<file path="config.mk">
export PLATFORM = sky130hd
export DESIGN_NAME = insn_fetch
export DESIGN_NICKNAME = d
export VERILOG_FILES = /design/src/rtl/insn_fetch_pkg.sv /design/src/rtl/insn_fetch.sv
export SDC_FILE = /design/constraint.sdc
export NUM_CORES = 1
export LEC_CHECK = 0
export CORE_MARGIN = 2
export CORE_UTILIZATION = 38
export CTS_CLUSTER_SIZE = 8
export DETAILED_ROUTE_END_ITERATION = 10
export HOLD_SLACK_MARGIN = 0.15
export PLACE_DENSITY_LB_ADDON = 0.3
export SLEW_MARGIN = 20
export SYNTH_ARGS = -nofsm -noshare
export SYNTH_HDL_FRONTEND = slang
export SYNTH_SLANG_ARGS = --single-unit
</file>
<file path="constraint.sdc">
create_clock -name clk -period 1.6 [get_ports clk]
set_input_delay 0.48 -clock clk [delete_from_list [all_inputs] [get_ports clk]]
set_output_delay 0.48 -clock clk [all_outputs]
set_load 0.02 [all_outputs]
</file>
<file path="src/rtl/insn_fetch_pkg.sv">
// insn_fetch_pkg: shared definitions for the instruction fetch unit.
//   FETCH_ADDR_W  default word-index width (insn_mem depth 1024)
//   ECALL_INSN    sentinel word that stops fetch
//   NOP_INSN      canonical RISC-V NOP (addi x0,x0,0)
//   fetch_state_t fetch FSM states (codes kept from the original defines)
package insn_fetch_pkg;

    localparam int unsigned FETCH_ADDR_W = 10;
    localparam logic [31:0] ECALL_INSN   = 32'h0000_0073;
    localparam logic [31:0] NOP_INSN     = 32'h0000_0013;

    typedef enum logic [1:0] {
        ST_IDLE = 2'd0,
        ST_RUN  = 2'd1,
        ST_HALT = 2'd2
    } fetch_state_t;

endpackage

</file>
<file path="src/rtl/insn_fetch.sv">
// insn_fetch: requester side of insn_mem. Holds the PC, presents the word
// index to insn_mem, captures the combinational read into the IF/ID register
// and hands it to decode over a valid/ready handshake. Supports stall,
// redirect-with-flush and halt on a sentinel instruction.
// Ports:
//   clk, rst        clock; synchronous active-high reset
//   start           leave IDLE/HALT and fetch from RESET_PC
//   redirect_valid  taken branch/jump this cycle; redirect_pc is the target
//   pc_out          registered word index to insn_mem
//   insn_in         insn_mem read data for pc_out (same cycle)
//   fetch_valid/fetch_ready/fetch_insn/fetch_pc  IF/ID handshake and payload
//   halted          fetch stopped on HALT_INSN
module insn_fetch
    import insn_fetch_pkg::*;
#(
    parameter int unsigned ADDR_W    = FETCH_ADDR_W,
    parameter int unsigned RESET_PC  = 0,
    parameter logic [31:0] HALT_INSN = ECALL_INSN
) (
    input  logic              clk,
    input  logic              rst,
    input  logic              start,
    input  logic              redirect_valid,
    input  logic [ADDR_W-1:0] redirect_pc,
    output logic [ADDR_W-1:0] pc_out,
    input  logic [31:0]       insn_in,
    output logic              fetch_valid,
    input  logic              fetch_ready,
    output logic [31:0]       fetch_insn,
    output logic [ADDR_W-1:0] fetch_pc,
    output logic              halted
);

    localparam logic [ADDR_W-1:0] RESET_PC_W = ADDR_W'(RESET_PC);

    fetch_state_t      state, state_n;
    logic [ADDR_W-1:0] pc_q, pc_n;
    logic              valid_n;
    logic [31:0]       insn_n;
    logic [ADDR_W-1:0] fpc_n;
    logic              adv;

    // The output slot can take a new word when it is empty or being drained.
    assign adv = (state == ST_RUN) && (!fetch_valid || fetch_ready);

    always_comb begin
        state_n = state;
        pc_n    = pc_q;
        valid_n = fetch_valid;
        insn_n  = fetch_insn;
        fpc_n   = fetch_pc;
        case (state)
            ST_RUN: begin
                if (redirect_valid) begin
                    // Flush wins even over a completing handshake: the held
                    // word is on the wrong path.
                    pc_n    = redirect_pc;
                    valid_n = 1'b0;
                end else if (adv) begin
                    insn_n  = insn_in;
                    fpc_n   = pc_q;
                    valid_n = 1'b1;
                    if (insn_in == HALT_INSN) begin
                        // pc_out stays on the halt word.
                        state_n = ST_HALT;
                    end else begin
                        pc_n = pc_q + ADDR_W'(1);
                    end
                end
            end
            default: begin
                // IDLE and HALT: no captures, redirects ignored; a pending
                // word still drains through the handshake.
                if (start) begin
                    state_n = ST_RUN;
                    pc_n    = RESET_PC_W;
                    valid_n = 1'b0;
                end else if (fetch_valid && fetch_ready) begin
                    valid_n = 1'b0;
                end
            end
        endcase
    end

    always_ff @(posedge clk) begin
        if (rst) begin
            state       <= ST_IDLE;
            pc_q        <= RESET_PC_W;
            fetch_valid <= 1'b0;
            fetch_insn  <= '0;
            fetch_pc    <= '0;
        end else begin
            state       <= state_n;
            pc_q        <= pc_n;
            fetch_valid <= valid_n;
            fetch_insn  <= insn_n;
            fetch_pc    <= fpc_n;
        end
    end

    assign pc_out = pc_q;
    assign halted = (state == ST_HALT);

endmodule

</file>
==> flow_summary.yaml <==
floorplanning:
  core_um2: 6280
  die-area_um2: 7070
  core.rowCount: 29
  design.portCount: 101
  start_util_pct: 38.8
  floorplan.die.height_um: 84.1
  die_w_um: 84.1
power:
  p_sw_w: 0.000800
  seq_power_share_pct: 51.9
  combinationalPowerShare_pct: 18.7
  p_sw_share_pct: 28.8
  ir_drop_uv: 456
  finalPower_w: 0.00278
  clock_power_share_pct: 29.5
  cellInternalPower_w: 0.00198
  cellPowerDensity_nw_per_um2: 756
  leakagePower_nw: 1.67
sta:
  max_clock_freq_ghz: 0.657
  rsz0062_at_grt: "false"
  finalSetupViolations: 0
  worstMarginPinSlew_ns: 0.299
  final-max-slew-violation-count: 0
  skew_ns: 0.0100
  period_utilisation_layout_pct: 95.1
  max-slew-margin-rel_pct: 80.1
  hold-worst-slack_ns: 0.399
  setup_total_negative_slack_ns: 0
  period_needed_ns: 1.52
  finalHoldViolations: 0
grt:
  via_count_of_the_first_global_routing_pass: 2322
  globalRoute.totalOverflow: 0
  grt_use_total_pct: 19.3
  grt_start_max_net_pins: 43
  grt_antenna_before_repair: 0
  grt_pass1_wl_um: 11200
clocking:
  clk_pin_slew_ns: 0.11
  clk_latency_ns: 0.32
  numCtsBuffers: 5
  clk_path_buf_depth: 2
  cts_tree: "built"
  ctsRootBufferMaster: "sky130_fd_sc_hd__clkbuf_8"
  cts_num_sinks: 55
  cts_htree_levels: 2
  postCtsHoldBufs: 0
placement:
  port_buffers: 100
  numPlacedInstances: 489
  dp_hpwl_um: 5030
  routabilityCongestion: 0.830
  post_dp_cell_area_um2: 3730
synth:
  synth_cell_type_count: 44
  synthTopCellsByCount: "sky130_fd_sc_hd__nand2_1, sky130_fd_sc_hd__dfxtp_1, sky130_fd_sc_hd__a21oi_1"
  post_synthesis_async_set_or_reset_flop_share_pct: 0
  post_synth_inst_count: 293
  postSynthNetCount: 341
  yosysTopAreaCell: "sky130_fd_sc_hd__dfxtp_1"
  yosys.cell_count.top_type: "sky130_fd_sc_hd__nand2_1"
  synth_area_leaders: "sky130_fd_sc_hd__dfxtp_1, sky130_fd_sc_hd__nand2_1, sky130_fd_sc_hd__a21oi_1, sky130_fd_sc_hd__mux2i_1, sky130_fd_sc_hd__nor4_2"
  yosysSeqAreaShare_pct: 45.2
  synth_enable_flop_cells: 0
  ys.flop_type: "sky130_fd_sc_hd__dfxtp_1"
  post-synth-top-area-fraction_pct: 45.2
  synth-warning-count: 0
  syn-mean-instance-area_um2: 8.32
  synthesis_stage_register_bit_count: 55
  synthesis.area_um2: 2440
run:
  maxCapViolations: 0
detailed_routing:
  met2_wl_um: 3240
  detail_route.wl_per_cell_um: 13.8
  met1_length_um: 2990
  wirelength_um: 6880
  dr_total_vias: 2457
  vias_per_cell: 4.94
  detail_route.first_pass.iterations: 4
  route.detailed.drc: 0
  top_layer: "met4"
  detailedRoute.firstIterationViolations: 96
  route.met3.wl_um: 584
  ant_nets: 0
layout:
  areaGrowthSynthToFinish_pct: 50.8
  num-nets-final: 467
  antennaDiodeCount: 0
  fraction_of_final_layout_cells_sized_beyond_drive_strength_1_pct: 20.7
  post-route-cell-area_um2: 3680
  instances_no_fill: 497
worst_setup_path:
  crit_arrival_ns: 1.04
  worstSetupPathType: "reg -> out"
  worst_setup_path_start_kind: "flip-flop"
  max_stage_delay_ns: 0.37
  critical-path-slowest-cell: "sky130_fd_sc_hd__dfxtp_1"
  cpLargestDelayFamily: "flip-flops"
  worstPathRequired_ns: 1.12
  timing.critical_path.cells: "dlygate4sd2_1"
  cp.buffers_inverters: 1
  critPathMaxFanout: 2
  endpoint_kind: "output port"
min_path:
  hold_path_class: "in -> reg"
outcome:
  result_of_the_run: "finished clean"
[timing repair]
action                                  in CTS  in global routing
pin swaps                                   13                 12
gates resized for setup                    108                 36
setup buffers                                0                  0
endpoints found under the setup margin      66                 10
[per-stage QoR]
stage | setup WS (ns) | util, %
finish | 0.0779 | 58.6
global route | 0.00437 | 58.6
CTS | 0.00259 | 60.0
detailed placement | -0.641 | 59.4
global placement | -0.626 | 59.4
floorplan | 0.0280 | -
[flip-flops by register name, indices dropped and copies added, names as in the netlist]
signal and cells:
fetch_valid 1, fetch_insn 32, pc_out 10, state 2, fetch_pc 10
[per-layer routing]
layer  vias up  GRT usage [%]
met5         -              0
met2        74           31.6
met3         5           7.22
li1       1252              -
met1      1126           24.5
met4         0           3.96
[path summary, 6_finish.rpt]
check                        end      startpoint  cells past startpoint  slack (ns)
setup / recovery       pc_out[9]       pc_out[9]                      1        0.08
hold / removal    fetch_insn[16]     insn_in[16]                      3        0.40
setup reg to reg       pc_out[5]       pc_out[3]                      6        0.13
hold reg to reg   fetch_insn[21]  fetch_insn[21]                      2        0.46
[logic make-up (layout without fill, tap and decap cells)]
family	after synthesis	count (layout)	share of synthesized area (%)
multiplexers	7	7	3.08
AO/OA/AOI/OAI	70	70	16.5
AND/OR/NAND/NOR	133	133	28.2
XOR/XNOR	7	7	2.51
buffers and inverters	20	147	4.05
adder cells (fa/ha/maj)	1	1	0.513
flip-flops	55	55	45.2
[layout by cell type (no fill, tap or decap), drive strengths merged, types with 2 or more instances in the layout]
cell	instances
nand3	8
nand2b	2
a21oi	48
mux2i	6
inv	4
clkdlybuf4s15	4
nand4	5
buf	42
nand2	96
dfxtp	55
o21ai	8
a31oi	2
xor2	4
a21o	3
or3	3
nor4	6
xnor2	3
and3	2
nor2	2
nor2b	2
clkbuf	23
dlygate4sd2	60
o211ai	7
clkdlybuf4s50	13
[power groups by stage]
stage	Sequential, W	Clock, W	Combinational [W]
detailed placement	0.00148	0	0.000579
CTS	0.00144	0.000843	0.000533
global route	0.00145	0.000904	0.000561
global placement	0.00147	0	0.000575
finish	0.00144	0.000819	0.000519
floorplan	0.00154	0	0.000184
[area by class of cell]
type                       instances  area [um^2]
tap                               77         96.3
sequential                        55         1100
timing repair buffer             137         1100
inverter                           2         7.51
multi-input combinational        218         1270
clock buffer                       5         68.8
fill                             630         2600
clock inverter                     3         27.5
Power figures use the tool's default switching activity.
